## src/rtl/lcd_pkg.sv

```systemverilog
// rtl/lcd_pkg.sv - HD44780 command constants, init ROM and state types for the score writer
//   No ports; imported by lcd_byte_xfer and lcd_score_writer.
package lcd_pkg;

    localparam logic [7:0] FUNC_SET_8B2L = 8'h38;
    localparam logic [7:0] DISP_ON       = 8'h0C;
    localparam logic [7:0] CLEAR         = 8'h01;
    localparam logic [7:0] ENTRY_INC     = 8'h06;
    localparam logic [7:0] DDRAM_L2      = 8'hC0;

    localparam int INIT_LEN = 6;

    // Function set is repeated three times so the controller syncs to 8-bit mode
    // regardless of the interface state it powered up in.
    localparam logic [7:0] INIT_ROM [0:INIT_LEN-1] = '{
        FUNC_SET_8B2L, FUNC_SET_8B2L, FUNC_SET_8B2L, DISP_ON, CLEAR, ENTRY_INC
    };

    typedef enum logic [2:0] {
        ST_PWRUP,
        ST_INIT,
        ST_IDLE,
        ST_ADDR,
        ST_CH0,
        ST_CH1,
        ST_CH2
    } lcd_state_t;

    typedef enum logic [1:0] {
        XF_IDLE,
        XF_SETUP,
        XF_PULSE,
        XF_HOLD
    } xfer_phase_t;

endpackage

```

## src/rtl/lcd_byte_xfer.sv

```systemverilog
// rtl/lcd_byte_xfer.sv - one LCD byte write: SETUP, enable PULSE, then HOLD wait
//   clk_in, i_rst      : clock, synchronous active-high reset
//   i_start            : accepted only while idle; latches i_byte/i_rs/i_long_wait
//   i_long_wait        : use CLEAR_WAIT_CYC instead of CMD_WAIT_CYC for HOLD
//   o_done             : 1-cycle pulse in the last HOLD clock
//   o_lcd_data/o_lcd_rs: held from start of SETUP until the next transfer starts
//   o_lcd_en           : high for E_PULSE_CYC clocks
module lcd_byte_xfer
    import lcd_pkg::*;
#(
    parameter int SETUP_CYC      = 4,
    parameter int E_PULSE_CYC    = 25,
    parameter int CMD_WAIT_CYC   = 2500,
    parameter int CLEAR_WAIT_CYC = 100000
) (
    input  logic       clk_in,
    input  logic       i_rst,
    input  logic       i_start,
    input  logic [7:0] i_byte,
    input  logic       i_rs,
    input  logic       i_long_wait,
    output logic       o_done,
    output logic [7:0] o_lcd_data,
    output logic       o_lcd_rs,
    output logic       o_lcd_en
);

    localparam int MAX_A   = (SETUP_CYC > E_PULSE_CYC) ? SETUP_CYC : E_PULSE_CYC;
    localparam int MAX_B   = (CMD_WAIT_CYC > CLEAR_WAIT_CYC) ? CMD_WAIT_CYC : CLEAR_WAIT_CYC;
    localparam int MAX_CYC = (MAX_A > MAX_B) ? MAX_A : MAX_B;
    localparam int CW      = $clog2(MAX_CYC + 1);

    xfer_phase_t   r_phase;
    xfer_phase_t   w_phase_nxt;
    logic [CW-1:0] r_cnt;
    logic [7:0]    r_data;
    logic          r_rs;
    logic          r_long;
    logic          w_cnt_zero;

    assign w_cnt_zero = (r_cnt == '0);

    always_ff @(posedge clk_in) begin
        if (i_rst) begin
            r_phase <= XF_IDLE;
        end else begin
            r_phase <= w_phase_nxt;
        end
    end

    always_comb begin
        w_phase_nxt = r_phase;
        case (r_phase)
            XF_IDLE:  if (i_start)   w_phase_nxt = XF_SETUP;
            XF_SETUP: if (w_cnt_zero) w_phase_nxt = XF_PULSE;
            XF_PULSE: if (w_cnt_zero) w_phase_nxt = XF_HOLD;
            XF_HOLD:  if (w_cnt_zero) w_phase_nxt = XF_IDLE;
            default:  w_phase_nxt = XF_IDLE;
        endcase
    end

    // Each phase loads (length - 1) so a phase lasts exactly its parameter in clocks.
    always_ff @(posedge clk_in) begin
        if (i_rst) begin
            r_cnt  <= '0;
            r_data <= '0;
            r_rs   <= 1'b0;
            r_long <= 1'b0;
        end else begin
            case (r_phase)
                XF_IDLE: begin
                    if (i_start) begin
                        r_cnt  <= CW'(SETUP_CYC - 1);
                        r_data <= i_byte;
                        r_rs   <= i_rs;
                        r_long <= i_long_wait;
                    end
                end
                XF_SETUP: r_cnt <= w_cnt_zero ? CW'(E_PULSE_CYC - 1) : r_cnt - CW'(1);
                XF_PULSE: begin
                    if (w_cnt_zero) begin
                        r_cnt <= r_long ? CW'(CLEAR_WAIT_CYC - 1) : CW'(CMD_WAIT_CYC - 1);
                    end else begin
                        r_cnt <= r_cnt - CW'(1);
                    end
                end
                XF_HOLD: if (!w_cnt_zero) r_cnt <= r_cnt - CW'(1);
                default: r_cnt <= '0;
            endcase
        end
    end

    assign o_done     = (r_phase == XF_HOLD) && w_cnt_zero;
    assign o_lcd_en   = (r_phase == XF_PULSE);
    assign o_lcd_data = r_data;
    assign o_lcd_rs   = r_rs;

endmodule

```

## src/rtl/lcd_score_writer.sv

```systemverilog
// rtl/lcd_score_writer.sv - LCD init sequencer and 3-character score writer
//   clk_in, i_rst : clock, synchronous active-high reset
//   score_in      : ASCII score, [23:16] drawn first
//   score_req     : rising edge requests a redraw (one-deep, latest wins)
//   ready         : init sequence complete
//   busy          : low only when idle with nothing pending
//   lcd_data, lcd_rs, lcd_rw, lcd_en, lcd_on : LCD pins
module lcd_score_writer
    import lcd_pkg::*;
#(
    parameter int POWERUP_CYC    = 750000,
    parameter int SETUP_CYC      = 4,
    parameter int E_PULSE_CYC    = 25,
    parameter int CMD_WAIT_CYC   = 2500,
    parameter int CLEAR_WAIT_CYC = 100000,
    parameter int SCORE_COL      = 7
) (
    input  logic        clk_in,
    input  logic        i_rst,
    input  logic [23:0] score_in,
    input  logic        score_req,
    output logic        ready,
    output logic        busy,
    output logic [7:0]  lcd_data,
    output logic        lcd_rs,
    output logic        lcd_rw,
    output logic        lcd_en,
    output logic        lcd_on
);

    localparam int         PW       = $clog2(POWERUP_CYC + 1);
    localparam logic [7:0] ADDR_CMD = DDRAM_L2 + 8'(SCORE_COL);

    lcd_state_t    r_state;
    lcd_state_t    w_state_nxt;
    logic [PW-1:0] r_pwr_cnt;
    logic [2:0]    r_init_idx;
    logic          r_req_d;
    logic          r_pending;
    logic          r_ready;
    logic          r_in_flight;
    logic [23:0]   r_pend_score;
    logic [23:0]   r_act_score;

    logic          w_req_edge;
    logic          w_start;
    logic          w_done;
    logic [7:0]    w_byte;
    logic          w_rs;
    logic          w_long_wait;
    logic          w_init_last;
    logic          w_consume;

    assign w_req_edge  = score_req & ~r_req_d;
    assign w_long_wait = !w_rs && (w_byte == CLEAR);
    assign w_init_last = (r_state == ST_INIT) && w_done && (r_init_idx == 3'(INIT_LEN - 1));
    assign w_consume   = (r_state == ST_IDLE) && r_pending;

    always_ff @(posedge clk_in) begin
        if (i_rst) begin
            r_state <= ST_PWRUP;
        end else begin
            r_state <= w_state_nxt;
        end
    end

    // Sending states issue start once per byte; r_in_flight blocks re-issue until done.
    always_comb begin
        w_state_nxt = r_state;
        w_byte      = '0;
        w_rs        = 1'b0;
        w_start     = 1'b0;
        case (r_state)
            ST_PWRUP: if (r_pwr_cnt == '0) w_state_nxt = ST_INIT;
            ST_INIT: begin
                w_byte  = INIT_ROM[r_init_idx];
                w_start = !r_in_flight;
                if (w_init_last) w_state_nxt = ST_IDLE;
            end
            ST_IDLE: if (r_pending) w_state_nxt = ST_ADDR;
            ST_ADDR: begin
                w_byte  = ADDR_CMD;
                w_start = !r_in_flight;
                if (w_done) w_state_nxt = ST_CH0;
            end
            ST_CH0: begin
                w_byte  = r_act_score[23:16];
                w_rs    = 1'b1;
                w_start = !r_in_flight;
                if (w_done) w_state_nxt = ST_CH1;
            end
            ST_CH1: begin
                w_byte  = r_act_score[15:8];
                w_rs    = 1'b1;
                w_start = !r_in_flight;
                if (w_done) w_state_nxt = ST_CH2;
            end
            ST_CH2: begin
                w_byte  = r_act_score[7:0];
                w_rs    = 1'b1;
                w_start = !r_in_flight;
                if (w_done) w_state_nxt = ST_IDLE;
            end
            default: w_state_nxt = ST_PWRUP;
        endcase
    end

    always_ff @(posedge clk_in) begin
        if (i_rst) begin
            r_pwr_cnt    <= PW'(POWERUP_CYC - 1);
            r_init_idx   <= '0;
            r_req_d      <= 1'b0;
            r_pending    <= 1'b0;
            r_ready      <= 1'b0;
            r_in_flight  <= 1'b0;
            r_pend_score <= '0;
            r_act_score  <= '0;
        end else begin
            r_req_d <= score_req;

            if ((r_state == ST_PWRUP) && (r_pwr_cnt != '0)) begin
                r_pwr_cnt <= r_pwr_cnt - PW'(1);
            end

            if (w_start) begin
                r_in_flight <= 1'b1;
            end else if (w_done) begin
                r_in_flight <= 1'b0;
            end

            if ((r_state == ST_INIT) && w_done) begin
                r_init_idx <= w_init_last ? 3'd0 : r_init_idx + 3'd1;
            end

            if (w_init_last) begin
                r_ready <= 1'b1;
            end

            // End of init forces a redraw of whatever score_in holds now; an edge in
            // the same cycle as consumption re-arms pending so that update is not lost.
            if (w_req_edge || w_init_last) begin
                r_pend_score <= score_in;
                r_pending    <= 1'b1;
            end else if (w_consume) begin
                r_pending    <= 1'b0;
            end

            if (w_consume) begin
                r_act_score <= r_pend_score;
            end
        end
    end

    lcd_byte_xfer #(
        .SETUP_CYC      (SETUP_CYC),
        .E_PULSE_CYC    (E_PULSE_CYC),
        .CMD_WAIT_CYC   (CMD_WAIT_CYC),
        .CLEAR_WAIT_CYC (CLEAR_WAIT_CYC)
    ) u_xfer (
        .clk_in      (clk_in),
        .i_rst       (i_rst),
        .i_start     (w_start),
        .i_byte      (w_byte),
        .i_rs        (w_rs),
        .i_long_wait (w_long_wait),
        .o_done      (w_done),
        .o_lcd_data  (lcd_data),
        .o_lcd_rs    (lcd_rs),
        .o_lcd_en    (lcd_en)
    );

    assign ready  = r_ready;
    assign busy   = !((r_state == ST_IDLE) && !r_pending);
    assign lcd_rw = 1'b0;
    assign lcd_on = 1'b1;

endmodule

```

## config.mk

```make
export PLATFORM = sky130hd
export DESIGN_NAME = lcd_score_writer
export DESIGN_NICKNAME = d
export VERILOG_FILES = /design/src/rtl/lcd_pkg.sv /design/src/rtl/lcd_byte_xfer.sv /design/src/rtl/lcd_score_writer.sv
export SDC_FILE = /design/constraint.sdc
export NUM_CORES = 1
export LEC_CHECK = 0
export CORE_ASPECT_RATIO = 1.75
export CORE_MARGIN = 5
export CORE_UTILIZATION = 33
export CTS_CLUSTER_SIZE = 8
export DETAILED_ROUTE_END_ITERATION = 12
export SYNTH_ARGS = -nofsm -noshare
export SYNTH_HDL_FRONTEND = slang
export SYNTH_SLANG_ARGS = --single-unit
export TNS_END_PERCENT = 50
```

## constraint.sdc

```tcl
create_clock -name clk_in -period 3.2 [get_ports clk_in]
set_input_delay 0.32 -clock clk_in [delete_from_list [all_inputs] [get_ports clk_in]]
set_output_delay 0.32 -clock clk_in [all_outputs]
set_load 0.05 [all_outputs]
```

==> impl_metrics.csv <==
group,metric,value,unit
run_status,status,"completed",
power_and_ir_drop,internal-power,2.54,mW
power_and_ir_drop,seqPwrFrac,36.6,%
route,wl_per_cell,15.1,um
floorplan,chipHeight,175,um
global_route,grtUsageMet1,14.7,%
critical_path,worst-path-max-fanout,12,
global_route,grt_pass1_wl,21300,um
route,via_per_inst,5.36,
synth,synth_top_family_by_area,"simple AND/OR/NAND/NOR gates",
place,hpwl,9400,um
power_and_ir_drop,powerDensity,687,nW/um^2
final_layout,utilization,39.2,%
floorplan,io_pins,41,
global_route,grt_start_max_net_pins,37,
critical_path,critical_path_class,"reg -> reg",
critical_path,worstReg2RegStart,"u_xfer.r_phase[0]",
synth,syn_area,5160,um^2
synth,synth_top_area_share,41.5,%
hold_path,hold_path.class,"in -> reg",
critical_path,r2r_slack,490,ps
place,port_buffers,38,
clock_network,clock_path_buffers,2,
route,first_iter_violations,271,
floorplan,die_x,105,um
sta,rsz0062_at_grt,"false",
sta,fin_tns_setup,0,ps
power_and_ir_drop,switching_share,38.8,%
route,vias,4479,
final_layout,antenna_cells,0,
sta,final-hold-violation-count,0,
sta,final.period_utilization,84.5,%
power_and_ir_drop,combPwrFrac,35.3,%
floorplan,dieArea,18300,um^2
synth,synth_ff_type,"dfxtp_1",
critical_path,cp_num_buf_inv,0,
sta,finClkSkew,10.6,ps
clock_network,cts_max_level,3,
critical_path,cp.required,3500,ps
critical_path,path_depth,6,
power_and_ir_drop,leakagePower,2.16,nW
sta,worst_pin_slew,837,ps
critical_path,critPathLaunchType,"register",
final_layout,num-fill-cells,1569,
final_layout,drive_above_1_share,6.92,%
sta,drv_slew,0,
final_layout,most-common-layout-cells,"dfxtp_1, nand2_1, nor2_1",
place,place_congestion,0.892,
global_route,gr-max-usage-layer,"met2",
critical_path,max_stage_delay,580,ps
critical_path,cp_cell_sequence,"ha_1, or4b_1, or4_1, or2_1, nor3b_1, o221a_1",
final_layout,fin_area,6030,um^2
final_layout,final_nets,683,
clock_network,clk_pin_slew,80,ps
floorplan,start_util,33.5,%
sta,layout_min_cycle_time,2710,ps
route,wl,12700,um
global_route,antenna_found_initial,0,
route,postRouteAntennaNets,0,
sta,setup_violations,0,
synth,synthXorXnorAreaFrac,3.73,%
clock_network,tritoncts,"done",
route,drt-pass1-iter-count,5,
power_and_ir_drop,clockPowerShare,28.0,%
hold_path,whs_endpoint,"r_pwr_cnt[11]",
synth,ys_ff_latch,107,
floorplan,core-area,15400,um^2
critical_path,endpoint_kind,"register",
synth,synth_fa_ha_area_share,2.67,%
global_route,met2_usage,26.9,%
synth,synth_largest_area_cell,"dfxtp_1",
clock_network,root_buffer,"clkbuf_16",
synth,synthArstFlopShare,0,%
synth,syn_nets,656,
critical_path,r2r_end,"r_state[1]",
power_and_ir_drop,peakVddDrop,0.259,mV
synth,yosys.area_share.simple,26.0,%
critical_path,crit_arrival,3000,ps
global_route,use_met3,1.88,%
critical_path,crit_family,"simple AND/OR/NAND/NOR gates",
clock_network,clock_latency,350,ps
clock_network,cts_buffers,9,
route,drc,0,
synth,yosysUniqueCellTypes,70,
global_route,grt_pass1_vias,4481,
final_layout,syn2layout_area_growth,16.8,%
synth,synthTopCellsByArea,"dfxtp_1, nand2_1, mux2i_1",
synth,synth-edff-count,0,
synth,netlist_instances,618,
synth,synthMuxAreaShare,6.86,%
run,maxCapViolCount,0,
sta,max_freq,370,MHz
place,postPlaceCellArea,5710,um^2
critical_path,crit_slowest_cell,"or4_1",
clock_network,cts.sinks,107,
hold_path,worstHoldPathCells,2,
sta,maxSlewHeadroom,44.2,%
synth,yosys_warnings,0,
synth,seq_area_frac_synth,41.5,%
final_layout,final_common_cell,"dfxtp_1",
hold_path,hp-start,"i_rst",
clock_network,cts_resized,0,
clock_network,cts_hold_buffers,0,
synth,synth_compound_area_share,15.3,%
clock_network,cts_setup_buffers,0,
power_and_ir_drop,p_switching,1.60,mW
floorplan,row_count,60,
global_route,overflow,0,
global_route,grt_usage,13.9,%
critical_path,rr_worst_depth,6,
synth,avgSynthCellArea,8.35,um^2
[worst reg2reg max path, stage by stage, from the launching register on]
cell and delay, ps:
dfxtp_1 380, ha_1 410, or4b_1 480, or4_1 580, or2_1 330, nor3b_1 250, o221a_1 220
[power groups by stage]
stage,Combinational [mW],Sequential (mW),Clock (mW)
floorplan,0.980,1.57,0
global placement,1.44,1.54,0
detailed placement,1.45,1.55,0
CTS,1.46,1.52,1.19
global route,1.61,1.53,1.24
finish,1.46,1.52,1.16
[cell families after synthesis]
logic type                 count (synthesis)
AOI/OAI and AO/OA                        121
xor gates and xnor gates                  22
adders and majority gates                 11
buffers and inverters                     45
DFF                                      107
muxes                                     35
other                                      2
and+or+nand+nor                          275
[registers in the layout, summed over array words and instances, names as in the netlist]
| name | cells |
|---|---|
| u_xfer.r_cnt | 17 |
| r_init_idx | 3 |
| r_pwr_cnt | 20 |
| u_xfer.o_lcd_rs | 1 |
| u_xfer.o_lcd_data | 8 |
| r_in_flight | 1 |
| r_act_score | 24 |
| r_pending | 1 |
| u_xfer.r_long | 1 |
| u_xfer.r_phase | 2 |
| ready | 1 |
| r_req_d | 1 |
| r_state | 3 |
| r_pend_score | 24 |
[metal layers]
layer / wire length (um) / part of all wire, %
met1: 5020 / 40
met2: 6980 / 55
met3: 377 / 3.0
met4: 269 / 2.1
met5: 0 / 0
[layout make-up]
cell class / count / area, um^2 / share of cell area [%]
Timing Repair Buffer: 50 / 465 / 7.72
Clock inverter: 7 / 95.1 / 1.58
Inverter: 11 / 41.3 / 0.685
Multi-Input combinational cell: 466 / 2830 / 46.9
Sequential cell: 107 / 2140 / 35.5
Clock buffer: 9 / 225 / 3.74
Tap cell: 186 / 233 / 3.86
[through the flow]
step	cells	hold slack, ps	power, mW	setup slack, ps
2_1_floorplan	618	431	2.55	917
3_3_place_gp	820	443	2.98	598
3_5_place_dp	820	446	3.00	530
4_1_cts	836	353	4.17	514
5_1_grt	836	370	4.38	294
6_report	836	364	4.14	495
[worst max-delay path by stage]
stage | start | end
6_report | u_xfer.r_phase[0] | r_state[1]
5_1_grt | u_xfer.r_cnt[0] | r_pend_score[18]
4_1_cts | u_xfer.r_cnt[0] | r_pend_score[17]
3_5_place_dp | u_xfer.r_cnt[0] | r_pend_score[17]
3_3_place_gp | u_xfer.r_cnt[0] | r_pend_score[13]
2_1_floorplan | u_xfer.r_phase[0] | u_xfer.r_cnt[10]
[cells in the mapped netlist, types with 3 or more instances]
cell type	count
mux2i_1	32
and2_1	3
xnor2_1	13
nand4_1	4
a221oi_1	3
dfxtp_1	107
nand2b_1	5
a211o_1	3
nand2_1	93
a21oi_1	43
ha_1	11
nand3_1	9
xor2_1	9
o21ai_1	4
inv_1	10
clkbuf_1	27
o31ai_1	5
nor3_1	29
mux2_2	3
o21ai_0	18
o211ai_1	4
nand3b_1	3
a211oi_1	10
o2111ai_1	3
or3_1	9
nor2b_1	6
nor2_1	73
nor4_1	11
nor3b_1	4
or4_1	6
a21o_1	4
Power figures use the tool's default switching activity.
==> variant (same flow settings) <==
Make the reset (`i_rst`) asynchronous in 4 clocked blocks. Comments in the files are not updated.
--- a/src/rtl/lcd_byte_xfer.sv
+++ b/src/rtl/lcd_byte_xfer.sv
@@ -41,5 +41,5 @@
     assign w_cnt_zero = (r_cnt == '0);
 
-    always_ff @(posedge clk_in) begin
+    always_ff @(posedge clk_in or posedge i_rst) begin
         if (i_rst) begin
             r_phase <= XF_IDLE;
@@ -61,5 +61,5 @@
 
     // Each phase loads (length - 1) so a phase lasts exactly its parameter in clocks.
-    always_ff @(posedge clk_in) begin
+    always_ff @(posedge clk_in or posedge i_rst) begin
         if (i_rst) begin
             r_cnt  <= '0;
--- a/src/rtl/lcd_score_writer.sv
+++ b/src/rtl/lcd_score_writer.sv
@@ -57,5 +57,5 @@
     assign w_consume   = (r_state == ST_IDLE) && r_pending;
 
-    always_ff @(posedge clk_in) begin
+    always_ff @(posedge clk_in or posedge i_rst) begin
         if (i_rst) begin
             r_state <= ST_PWRUP;
@@ -106,5 +106,5 @@
     end
 
-    always_ff @(posedge clk_in) begin
+    always_ff @(posedge clk_in or posedge i_rst) begin
         if (i_rst) begin
             r_pwr_cnt    <= PW'(POWERUP_CYC - 1);
Function: no difference found for any inputs over 10 cycles, from zero or initial values and one cycle with i_rst high; that may be too few to reach the edited logic, so the function may still have changed.
==> variant against the unedited design <==
Sequential cell count unchanged; fmax down 8.2%; synthesized cell count down 22%; sequential share of layout area up 7.9 points; cell count down 15%; setup slack worse by 240 ps; synthesized area up 2.9%; wire length down 9.3%; design area up 3.0%; via count down 17%; largest cell class is now registers.
Power is not compared: it rests on default switching activity, and its combinational part moved more than twofold at a synthesized area within 25%.
==> variant: results (changes against the unedited design) <==
Layout
  – Layout net count: 557 (-18%)
  – Antenna Cells: 0 (unchanged)
  – Share of cells above drive strength 1: 19.1% (+12 points)
  – Largest registers: r_act_score x24, r_pend_score x24, r_pwr_cnt x20

Clocking
  – Num CTS Buffers: 9 (unchanged)
  – Clk Latency, worst-skew pair: 350 ps (about the same)
  – Setup bufs post-CTS: 0 (unchanged)
  – # resized after CTS: 0 (unchanged)
  – Clock Path Buffers: 2 (unchanged)
  – Reg clk slew, reported paths: 80 ps (about the same)
  – H-tree depth: 3 (unchanged)
  – Root cell of the clock tree: clkbuf_16

Worst setup path
  – WP data arrival: 3180 ps (+180 ps)
  – CP peak stage delay: 500 ps (-80 ps)
  – CP Max Fanout: 25 (+13)
  – Crit path max-delay cell type: or4_4
  – Cell family with most CP delay: simple AND/OR/NAND/NOR gates

Routing
  – First-pass DRT Iterations: 4 (-1)
  – Vias: 3725 (-17%)
  – Residual DRC count: 0 (unchanged)
  – Wirelength per Cell: 16.1 um (+6.3%)
  – Average via count per standard cell: 5.22 (-2.5%)
  – DRC marker count from the first detailed-route iteration: 181 (-33%)

Worst hold path
  – Min-delay worst type: input port to flip-flop

STA
  – Worst-margin pin slew: 977 ps (+140 ps)
  – Max Clock Skew: 7.65 ps (-2.95 ps)

GRT
  – Total Routing Usage GR: 13.0% (-0.85 points)
  – First-pass GRT wire length: 19800 um (-6.9%)
  – Antenna violations before repair: 0 (unchanged)
  – Vias in the first global route: 3993 (-11%)
  – Pin count of the biggest net entering global routing: 81 (+120%)

Yosys
  – Yosys warns: 0 (unchanged)
  – Syn_nets: 520 (-21%)
  – Sequential fraction of the synthesis area: 50.7% (+9.2 points)
  – Commonest cells in the netlist: 94 x dfrtp_1, 40 x nand2_1, 38 x o21ai_0
  – Post-synth ARST share: 100% (+100 points)
  – Top cells by area in the synthesized netlist: dfrtp_1 44%, dfstp_2 6.4%, mux2_2 6.4%, mux2_4 5.4%, o21ai_0 3.6%
  – Mean Syn Cell Area: 11.0 um2 (+32%)
  – Yosys cell types: 56 (-20%)

Placed design
  – Routability cong.: 0.809 (-9.3%)
  – HPWL after DPL: 8460 um (-10%)
  – I/O Buffers: 38 (unchanged)
  – Inst Count DP: 697 (-15%)

Pwr
  – Static leakage: 0.00274 uW
  – Max VDD drop: 0.344 mV
  – Switching share of power: a little under a quarter

Run status
  – Status: finished, final reports clean
## variant: logic make-up after synthesis
group | Yosys count | share of synthesized area [%]
compound gates | 97 | 11.5
xor+xnor | 22 | 3.63
fa+ha+maj | 11 | 2.59
buf+inv | 38 | 3.58
flops | 107 | 50.7
mux | 57 | 13.2
other cells | 2 | 0.141
simple gates | 148 | 14.6
## variant: power groups by stage
stage,combinational [uW],clock [uW],sequential (uW)
6_report,147,1120,1420
4_1_cts,152,1150,1420
3_3_place_gp,146,0,1450
2_1_floorplan,105,0,1440
5_1_grt,163,1200,1430
3_5_place_dp,151,0,1450
## variant: worst paths after layout
path	startpoint	end	slack (ps)	cells past startpoint
max in group asynchronous	i_rst	r_act_score[10]	1810	3
max reg2reg	u_xfer.r_cnt[0]	r_pend_score[20]	250	8
min in group asynchronous	i_rst	r_pwr_cnt[6]	570	2
min	score_req	r_req_d	480	1
max	u_xfer.r_cnt[0]	r_pend_score[20]	250	8
min reg2reg	u_xfer.o_lcd_data[0]	u_xfer.o_lcd_data[0]	480	2
## variant: final cells by class
| class | count | area [um2] |
|---|---|---|
| Inverter | 12 | 47.5 |
| Tap cell | 189 | 236 |
| Timing Repair Buffer | 52 | 498 |
| Sequential cell | 107 | 2690 |
| Fill cell | 1526 | 9670 |
| Multi-Input combinational cell | 337 | 2420 |
| Clock buffer | 9 | 225 |
| Clock inverter | 7 | 80.1 |
## variant: through the flow
step,worst slack (ps),power [uW],cell area (um2)
6_report,253,2690,6210
5_1_grt,104,2790,6210
4_1_cts,244,2730,6210
3_5_place_dp,250,1600,5900
3_3_place_gp,301,1590,5900
2_1_floorplan,84.3,1540,5310
## variant: layer usage
layer  part of all wire [%]  wire, um  global-route usage, %
met2                     56      6370                   24.5
met5                      0         0                      0
met1                     40      4570                   14.5
met4                    2.0       226                   5.08
met3                    2.7       312                   2.11
